[src/rtl/snake_pkg.sv]
// snake_pkg
//   Shared types for the snake game blocks.
//   dir_t         : movement direction, DIR_NONE when no direction is held.
//   snake_state_t : game state IDLE / RUN / DEAD.
//   decode_dir    : maps the four direction buttons to a dir_t.
//                   Anything other than exactly one button gives DIR_NONE.
//   is_reverse    : true when two directions are exact opposites.
package snake_pkg;

  typedef enum logic [2:0] {
    DIR_NONE  = 3'd0,
    DIR_LEFT  = 3'd1,
    DIR_RIGHT = 3'd2,
    DIR_UP    = 3'd3,
    DIR_DOWN  = 3'd4
  } dir_t;

  typedef enum logic [1:0] {
    IDLE = 2'd0,
    RUN  = 2'd1,
    DEAD = 2'd2
  } snake_state_t;

  function automatic dir_t decode_dir(input logic left, input logic right,
                                      input logic up, input logic down);
    dir_t d;
    case ({left, right, up, down})
      4'b1000: d = DIR_LEFT;
      4'b0100: d = DIR_RIGHT;
      4'b0010: d = DIR_UP;
      4'b0001: d = DIR_DOWN;
      default: d = DIR_NONE;
    endcase
    return d;
  endfunction

  function automatic logic is_reverse(input dir_t a, input dir_t b);
    return ((a == DIR_LEFT)  && (b == DIR_RIGHT)) ||
           ((a == DIR_RIGHT) && (b == DIR_LEFT))  ||
           ((a == DIR_UP)    && (b == DIR_DOWN))  ||
           ((a == DIR_DOWN)  && (b == DIR_UP));
  endfunction

endpackage

[src/rtl/tick_gen.sv]
// tick_gen
//   Move-rate divider. Counts 0..TICK_DIV-1 while enabled and emits a
//   one-cycle tick in the cycle the count sits at TICK_DIV-1 (the count
//   wraps to 0 at the end of that cycle). When not enabled the count holds.
//   Ports:
//     clk    : clock
//     reset  : asynchronous active-low reset, count -> 0
//     enable : advance the count this cycle
//     clear  : force the count to 0 (overrides enable)
//     tick   : step request, high in the wrap cycle
module tick_gen #(
  parameter int TICK_DIV = 4
) (
  input  logic clk,
  input  logic reset,
  input  logic enable,
  input  logic clear,
  output logic tick
);

  localparam int CW = (TICK_DIV > 2) ? $clog2(TICK_DIV) : 1;
  localparam logic [CW-1:0] LAST = CW'(TICK_DIV - 1);

  logic [CW-1:0] count_reg;

  always_ff @(posedge clk or negedge reset) begin
    if (!reset) begin
      count_reg <= '0;
    end else if (clear) begin
      count_reg <= '0;
    end else if (enable) begin
      count_reg <= (count_reg == LAST) ? '0 : count_reg + CW'(1);
    end
  end

  // Gated by enable so a held (paused) count never re-issues a step.
  assign tick = enable && (count_reg == LAST);

endmodule

[src/rtl/snake_head_mover.sv]
// snake_head_mover
//   Moves the snake head one cell per TICK_DIV clocks in the last accepted
//   direction; hitting a wall ends the game until restart.
//   Ports:
//     clk                    : clock
//     reset                  : asynchronous active-low reset
//     left/right/up/down     : one-hot direction buttons (level)
//     pause                  : freezes movement while high
//     restart                : leaves DEAD back to IDLE
//     head_x, head_y         : head position, (0,0) is top-left
//     moved                  : one-cycle pulse per completed step
//     running, dead          : state flags
//     step_count             : steps since leaving IDLE, saturating
module snake_head_mover
  import snake_pkg::*;
#(
  parameter int GRID_W   = 16,
  parameter int GRID_H   = 16,
  parameter int TICK_DIV = 25000000
) (
  input  logic                      clk,
  input  logic                      reset,
  input  logic                      left,
  input  logic                      right,
  input  logic                      up,
  input  logic                      down,
  input  logic                      pause,
  input  logic                      restart,
  output logic [$clog2(GRID_W)-1:0] head_x,
  output logic [$clog2(GRID_H)-1:0] head_y,
  output logic                      moved,
  output logic                      running,
  output logic                      dead,
  output logic [15:0]               step_count
);

  localparam int XW = $clog2(GRID_W);
  localparam int YW = $clog2(GRID_H);
  localparam logic [XW-1:0] X_MID = XW'(GRID_W / 2);
  localparam logic [YW-1:0] Y_MID = YW'(GRID_H / 2);
  localparam logic [XW-1:0] X_MAX = XW'(GRID_W - 1);
  localparam logic [YW-1:0] Y_MAX = YW'(GRID_H - 1);

  snake_state_t  state_reg, state_next;
  dir_t          cur_dir_reg, cur_dir_next;
  logic [XW-1:0] head_x_reg, head_x_next;
  logic [YW-1:0] head_y_reg, head_y_next;
  logic [15:0]   step_count_reg, step_count_next;
  logic          moved_reg, moved_next;
  logic          running_reg, running_next;
  logic          dead_reg, dead_next;

  dir_t dir_in;
  logic tick;
  logic at_edge;

  assign dir_in = decode_dir(left, right, up, down);

  // The counter only runs in RUN; outside RUN it is held at 0 so entering
  // RUN (from IDLE) always starts a fresh full period.
  tick_gen #(
    .TICK_DIV (TICK_DIV)
  ) u_tick_gen (
    .clk    (clk),
    .reset  (reset),
    .enable ((state_reg == RUN) && !pause),
    .clear  (state_reg != RUN),
    .tick   (tick)
  );

  // Wall test uses the registered direction: a direction pressed in the
  // step cycle only takes effect from the following step.
  assign at_edge = ((cur_dir_reg == DIR_LEFT)  && (head_x_reg == '0))   ||
                   ((cur_dir_reg == DIR_RIGHT) && (head_x_reg == X_MAX)) ||
                   ((cur_dir_reg == DIR_UP)    && (head_y_reg == '0))   ||
                   ((cur_dir_reg == DIR_DOWN)  && (head_y_reg == Y_MAX));

  always_ff @(posedge clk or negedge reset) begin
    if (!reset) begin
      state_reg      <= IDLE;
      cur_dir_reg    <= DIR_NONE;
      head_x_reg     <= X_MID;
      head_y_reg     <= Y_MID;
      step_count_reg <= '0;
      moved_reg      <= 1'b0;
      running_reg    <= 1'b0;
      dead_reg       <= 1'b0;
    end else begin
      state_reg      <= state_next;
      cur_dir_reg    <= cur_dir_next;
      head_x_reg     <= head_x_next;
      head_y_reg     <= head_y_next;
      step_count_reg <= step_count_next;
      moved_reg      <= moved_next;
      running_reg    <= running_next;
      dead_reg       <= dead_next;
    end
  end

  always_comb begin
    state_next      = state_reg;
    cur_dir_next    = cur_dir_reg;
    head_x_next     = head_x_reg;
    head_y_next     = head_y_reg;
    step_count_next = step_count_reg;
    moved_next      = 1'b0;

    case (state_reg)
      IDLE: begin
        if (dir_in != DIR_NONE) begin
          state_next   = RUN;
          cur_dir_next = dir_in;
        end
      end

      RUN: begin
        if ((dir_in != DIR_NONE) && !is_reverse(dir_in, cur_dir_reg)) begin
          cur_dir_next = dir_in;
        end
        if (tick) begin
          if (at_edge) begin
            state_next = DEAD;
          end else begin
            moved_next = 1'b1;
            if (step_count_reg != 16'hFFFF) begin
              step_count_next = step_count_reg + 16'd1;
            end
            case (cur_dir_reg)
              DIR_LEFT:  head_x_next = head_x_reg - XW'(1);
              DIR_RIGHT: head_x_next = head_x_reg + XW'(1);
              DIR_UP:    head_y_next = head_y_reg - YW'(1);
              DIR_DOWN:  head_y_next = head_y_reg + YW'(1);
              default:   ;
            endcase
          end
        end
      end

      DEAD: begin
        if (restart) begin
          state_next      = IDLE;
          cur_dir_next    = DIR_NONE;
          head_x_next     = X_MID;
          head_y_next     = Y_MID;
          step_count_next = '0;
        end
      end

      default: state_next = IDLE;
    endcase

    // Flags follow the next state so they change on the same edge as it.
    running_next = (state_next == RUN);
    dead_next    = (state_next == DEAD);
  end

  assign head_x     = head_x_reg;
  assign head_y     = head_y_reg;
  assign moved      = moved_reg;
  assign running    = running_reg;
  assign dead       = dead_reg;
  assign step_count = step_count_reg;

endmodule

[config.mk]
export PLATFORM = sky130hd
export DESIGN_NAME = snake_head_mover
export DESIGN_NICKNAME = d
export VERILOG_FILES = /design/src/rtl/snake_pkg.sv /design/src/rtl/tick_gen.sv /design/src/rtl/snake_head_mover.sv
export SDC_FILE = /design/constraint.sdc
export NUM_CORES = 1
export LEC_CHECK = 0
export CAP_MARGIN = 20
export CORE_MARGIN = 2
export CORE_UTILIZATION = 50
export DETAILED_ROUTE_END_ITERATION = 16
export GPL_TIMING_DRIVEN = 0
export PLACE_DENSITY = 0.71
export SLEW_MARGIN = 20
export SYNTH_ARGS = -nofsm -noshare
export SYNTH_HDL_FRONTEND = slang
export SYNTH_SLANG_ARGS = --single-unit
[constraint.sdc]
create_clock -name clk -period 2.7 [get_ports clk]
set_input_delay 0.405 -clock clk [delete_from_list [all_inputs] [get_ports clk]]
set_output_delay 0.405 -clock clk [all_outputs]
set_load 0.01 [all_outputs]
Word-level counts from Yosys, hierarchy flattened
Index checks and enable logic that the tools add are counted.
{"block": "word_totals", "in_bits": 8, "register_bits": 57, "out_inout_bits": 27, "word_cells": 104}
{"block": "op_classes", "n_addsub": 6, "n_eq_ne": 29, "mux": 30, "reduce_logical": 30}
{"cell": "$mux W25", "count": 3}
{"cell": "$mux W16", "count": 4}
{"cell": "$pmux W16 S2", "count": 1}
{"cell": "$pmux W4 S2", "count": 4}
{"cell": "$add A25 B1 Y25 const B", "count": 1}
{"cell": "$eq A25 B25 Y1 const B", "count": 1}
{"cell": "$mux W4", "count": 5}
{"cell": "$add A16 B1 Y16 const B", "count": 1}
{"cell": "$ne A16 B16 Y1 const B", "count": 1}
{"cell": "$reduce_and A5 Y1", "count": 3}
{"cell": "$eq A3 B2 Y1 const B", "count": 4}
{"cell": "$eq A4 B4 Y1 const B", "count": 3}
{"cell": "$pmux W3 S4", "count": 1}
{"cell": "$logic_and A1 B1 Y1", "count": 11}
{"cell": "$mux W3", "count": 3}
{"cell": "$pmux W3 S3", "count": 1}
{"cell": "$add A4 B1 Y4 const B", "count": 2}
{"cell": "$logic_not A4 Y1", "count": 2}
{"cell": "$mux W2", "count": 4}
{"cell": "$ne A2 B2 Y1 const B", "count": 4}
{"cell": "$sub A4 B1 Y4 const B", "count": 2}
{"cell": "$eq A3 B1 Y1 const B", "count": 2}
{"cell": "$eq A3 B3 Y1 const B", "count": 2}
{"cell": "$logic_or A1 B1 Y1", "count": 6}
{"cell": "14 further kinds", "count": 24}

Logic depth before layout (Yosys ltp)
{"block": "logic_depth", "word_depth": 11, "depth_mapped": 10, "mapped_depth_nobuf": 8}

By module
Synthesis repeated with hierarchy kept, for this count alone.
{"block": "unflattened", "cells_unflattened": 392, "hier_area_um2": 3698.5}
{"mod": "snake_head_mover", "area_each_um2": 2189.6, "instances": 1, "cells_per_inst": 223}
{"mod": "tick_gen", "area_each_um2": 1508.9, "instances": 1, "cells_per_inst": 169}

Worst setup path before layout
No wires, ideal clock.
{"block": "synth_path", "path_kind": "reg2reg", "startpoint": "register u_tick_gen.count_reg[0]", "endpoint": "register step_count_reg[5], in the netlist step_count[5]", "period_less_slack_ns": 2.390, "path_buffers": 1, "slack_ns": 0.310, "setup_ns": 0.124, "arrival_ns": 2.266, "stages_incl_launch_ff": 9, "path_cell_list": "dfrtp_1 -> ha_1 -> nand4_2 -> or4b_4 -> nor3_4 -> a21oi_2 -> or2_1 -> buf_6 -> a211o_1"}
{"block": "synth_between", "elab_chain_cells": 4}
{"item": "from (decl)", "line_no": "tick_gen.sv:24", "text": "logic [CW-1:0] count_reg;"}
{"item": "from (signal assigned)", "line_no": "tick_gen.sv:32", "text": "count_reg <= (count_reg == LAST) ? '0 : count_reg + CW'(1);"}
{"item": "$eq A25 B25 Y1", "line_no": "tick_gen.sv:37", "text": "assign tick = enable && (count_reg == LAST);"}
{"item": "$logic_and A1 B1 Y1", "line_no": "tick_gen.sv:37"}
{"item": "$ne A2 B2 Y1 (no source line)"}
{"item": "$reduce_and A5 Y1 (no source line)"}
{"item": "to (signal assigned)", "line_no": "snake_head_mover.sv:93", "text": "step_count_reg <= step_count_next;"}
{"item": "to (decl)", "line_no": "snake_head_mover.sv:48", "text": "logic [15:0] step_count_reg, step_count_next;"}
Every way passes these cells.
A chain may end at the register's enable or synchronous reset.

Worst setup path in the final report
{"block": "layout_path", "startpoint": "input port up", "endpoint": "register cur_dir_reg[0]"}
{"block": "layout_between", "elab_chain_cells": 11}
{"item": "from (decl)", "line_no": "snake_head_mover.sv:25", "text": "input logic up,"}
{"item": "$eq A4 B1 Y1 (tied with other cells)", "line_no": "snake_pkg.sv:27", "text": "case ({left, right, up, down})"}
{"item": "$pmux W3 S4 *", "line_no": "snake_pkg.sv:27"}
{"item": "$eq A3 B1 Y1 or $eq A3 B2 Y1 (tied branches)", "line_no": "snake_pkg.sv:38, snake_pkg.sv:39"}
{"item": "$logic_and A1 B1 Y1 (on tied branches)", "line_no": "snake_pkg.sv:38, snake_pkg.sv:39"}
{"item": "$logic_or A1 B1 Y1", "line_no": "snake_pkg.sv:38", "text": "return ((a == DIR_LEFT) && (b == DIR_RIGHT)) ||"}
{"item": "$logic_or A1 B1 Y1", "line_no": "snake_pkg.sv:39", "text": "((a == DIR_RIGHT) && (b == DIR_LEFT)) ||"}
{"item": "$logic_or A1 B1 Y1", "line_no": "snake_pkg.sv:40", "text": "((a == DIR_UP) && (b == DIR_DOWN)) ||"}
{"item": "$logic_not A1 Y1", "line_no": "snake_head_mover.sv:117", "text": "if ((dir_in != DIR_NONE) && !is_reverse(dir_in, cur_dir_reg)) begin"}
{"item": "$logic_and A1 B1 Y1", "line_no": "snake_head_mover.sv:117"}
{"item": "$ne A2 B1 Y1 (no source line)"}
{"item": "$reduce_and A4 Y1 (no source line)"}
{"item": "to (signal assigned)", "line_no": "snake_head_mover.sv:90", "text": "cur_dir_reg <= cur_dir_next;"}
{"item": "to (decl)", "line_no": "snake_head_mover.sv:45", "text": "dir_t cur_dir_reg, cur_dir_next;"}
Mark *: on every way between the ends. The rest lies on a longest branch, timed or not. The select of a mux whose other input is x is not followed.

==> results.py <==
metrics = {
    "yosys": {
        "syn_warnings": 0,
        "synth.largest_area_cell": "dfrtp_1",
        "async_flop_share": 1.000,
        "post-synth-top-count-cell": "dfrtp_1",
        "synth_enable_flop_cells": 0,
        "netlist_instances": 399,
        "postSynthAreaPerCell_sq_um": 9.031,
        "synth_seq_cells": 57,
        "yosys-top-cells-count": "dfrtp_1 (55), o21ai_0 (48), nand2_1 (38)",
        "synth_fp_nets": 420,
        "synthFlopType": "dfrtp_1",
        "synth.distinct_cells": 58,
        "synthTopCellsByArea": "dfrtp_1 (38%), o21ai_0 (6.7%), nand2_1 (4.0%)",
        "synth_seq_area_share": 0.3965,
        "mappedNetlistArea_sq_mm": 0.003603,
        "yosysTopAreaCellShare": 0.3819,
    },
    "pwr": {
        "power.share.sequential": 0.323,
        "power_density_mw_per_mm2": 883.7,
        "power.switching_fraction": 0.3803,
        "ir_drop_mv": 0.6164,
        "leakage_uw": 0.001750,
        "power.internal_uw": 2412,
        "clock_power_share": 0.233,
        "power.net_switching_uw": 1480,
        "total_power_consumption_uw": 3892,
        "power_frac_comb": 0.445,
    },
    "grt": {
        "grt_overflow_total": 0,
        "largest_net_degree_at_the_start_of_global_routing": 30,
        "grt_pass1_wl_um": 14890,
        "first_global_vias": 3086,
        "grt_antenna_before_repair": 0,
        "groute.usage.overall": 0.2425,
    },
    "drt": {
        "ant_nets": 0,
        "drt_pre_antenna_iters": 5,
        "wl_per_cell_um": 16.15,
        "drc": 0,
        "dr_total_vias": 3355,
        "drt-total-wl_um": 8930,
        "avgViaCountPerCell": 6.067,
        "drt_iter0_drc": 348,
    },
    "finish": {
        "utilization": 0.6412,
        "nNetsFinal": 473,
        "area_growth_syn_to_layout_pct": 22.22,
        "layout_cells_sized_above_1": 0.1225,
        "antennaDiodeCount": 0,
        "largest_reg_flops": 25,
    },
    "cts": {
        "cts_buffers": 9,
        "tritoncts_clock_tree": "done",
        "clock-root-buffer": "clkbuf_8",
        "cts.path.max_buffers": 2,
        "clock_latency_ps": 350,
        "reg_clk_slew_reported_paths_ps": 70,
        "cts.sink_count": 57,
        "htree_num_levels": 3,
    },
    "worst_setup_path": {
        "crit_path_end_kind": "flip-flop",
        "required_ps": 2930,
        "timing.critical_path.slowest_stage_cell": "or4b_2",
        "critPathArrivalTime_ps": 2790,
        "timing.critical_path.buf_inv": 1,
        "timing.setup.critical_path_class": "in2reg",
        "timing.critical_path.max_delay_family": "simple AND/OR/NAND/NOR gates",
        "critPathMaxStageDelay_ps": 770,
        "start_kind": "input port",
        "crit_path_cell_trace": "clkdlybuf4s50_1 > or4b_2 > o211ai_1 > nand3_1 > o21ai_0 > mux2_2",
        "crit_path_max_fanout": 6,
    },
    "floorplanning": {
        "initial_core_util": 0.5246,
        "ios": 35,
        "die_width_um": 88.90,
        "core_area_sq_mm": 0.006869,
        "placement_rows": 30,
        "die_h_um": 88.90,
        "die-area_sq_mm": 0.007902,
    },
    "timing": {
        "post-route-min-period_ps": 2557,
        "timing.clock.skew_ps": 13.13,
        "final_max_slew_viol_count": 0,
        "tightest_slew_ps": 673.9,
        "setup_violations": 0,
        "finalCritPeriodShare": 0.9471,
        "rsz0062_at_grt": "yes",
        "fmax_ghz": 0.3910,
        "slew_headroom": 0.5470,
        "count_of_endpoints_failing_hold_in_the_final_timing_report": 0,
    },
    "min_path": {
        "hold_path.class": "reg2reg",
    },
    "placed_design": {
        "io_buffers": 34,
        "gp_congestion": 0.9332,
        "place_hpwl_um": 6065,
    },
    "run_status": {
        "outcome": "completed",
    },
    "run": {
        "timing.max_cap.violations": 0,
    },
}
[cells by family after synthesis]
group / synth area share
mux: 0.02813
buf+inv: 0.03090
fa+ha+maj: 0.04931
flops: 0.3965
simple gates: 0.2691
compound gates: 0.2042
xor+xnor: 0.02188
[final timing paths]
| check | start | endpoint | slack (ps) | cells past startpoint |
|---|---|---|---|---|
| hold reg to reg | u_tick_gen.count_reg[14] | u_tick_gen.count_reg[14] | 490 | 1 |
| setup / recovery | up | cur_dir_reg[0] | 140 | 6 |
| setup reg to reg | u_tick_gen.count_reg[0] | head_x[1] | 160 | 7 |
| hold / removal | u_tick_gen.count_reg[14] | u_tick_gen.count_reg[14] | 490 | 1 |
| max in group asynchronous | reset | head_y[3] | 1610 | 3 |
| min in group asynchronous | reset | step_count[8] | 510 | 2 |
[per-stage QoR]
stage               worst slack (ps)  TNS, ps  hold slack, ps  area [sq um]  cells
global route                  -20.63   -20.63           512.3          4404    553
floorplan                      309.9        0           109.4          3603    399
finish                         142.8        0           488.8          4404    553
detailed placement            -206.9    -2396           357.6          4081    530
global placement              -643.5   -36700           464.8          4064    529
CTS                            1.721        0           483.1          4333    547
[routing by layer]
layer	global-route usage	vias up	share of wire
met5	0	-	0
met4	0.08402	0	0.013
met3	0.06002	14	0.053
met2	0.3657	97	0.45
met1	0.3420	1632	0.48
li1	-	1612	-
[power by group through the flow]
stage | combinational [uW] | clock [uW] | sequential (uW)
final | 1730 | 906 | 1260
after global routing | 1930 | 959 | 1290
after CTS | 1690 | 918 | 1250
after detailed placement | 1670 | 0 | 1260
after global placement | 1630 | 0 | 1260
after floorplan | 1080 | 0 | 1270
[worst reg2reg max path, delay by kind of cell (launching register included)]
kind	cells	cell delay, ps
AND/OR/NAND/NOR	4	1160
adder cells (fa/ha/maj)	1	200
multiplexers	1	380
AO/OA/AOI/OAI	1	220
flip-flops	1	460
[what timing repair did]
item,4_1_cts,5_1_grt
hold endpoints to repair,28,0
hold buffers,1,0
resized for setup,4,9
pin swaps,0,2
endpoints found under the setup margin,18,37
buffers inserted,0,6
[final cells by class]
type | count | area, sq um
Fill cell | 614 | 2465
Clock buffer | 11 | 141.4
Buffer | 18 | 90.09
Clock inverter | 5 | 78.83
Multi-Input combinational cell | 317 | 2106
Timing Repair Buffer | 42 | 412.9
Inverter | 7 | 26.28
Tap cell | 96 | 120.1
Sequential cell | 57 | 1429
[placed cells by master (no fill, tap or decap), types with 3 or more instances in the layout]
cell type / Yosys / layout
nand4_1: 10 / 10
or3_1: 11 / 11
a21oi_1: 12 / 12
dfrtp_1: 55 / 55
nand3_1: 20 / 20
ha_1: 11 / 10
a31oi_1: 14 / 14
nand3b_1: 13 / 13
clkdlybuf4s50_1: 0 / 33
nor2b_1: 6 / 6
nor3_1: 7 / 7
clkbuf_8: 0 / 10
mux2_2: 9 / 9
nand2b_1: 4 / 4
nor4_1: 5 / 4
nand2_1: 38 / 38
and4_1: 4 / 4
a21o_1: 3 / 3
or3b_2: 3 / 3
and2_1: 4 / 4
inv_1: 7 / 7
xnor2_1: 8 / 8
and3_1: 6 / 6
o32ai_1: 3 / 3
nor4bb_1: 3 / 3
nor2_1: 20 / 20
clkbuf_1: 13 / 11
o211ai_1: 12 / 12
nor4b_1: 4 / 3
clkbuf_2: 0 / 4
o21ai_0: 48 / 48
buf_4: 0 / 7
Power figures use the tool's default switching activity.
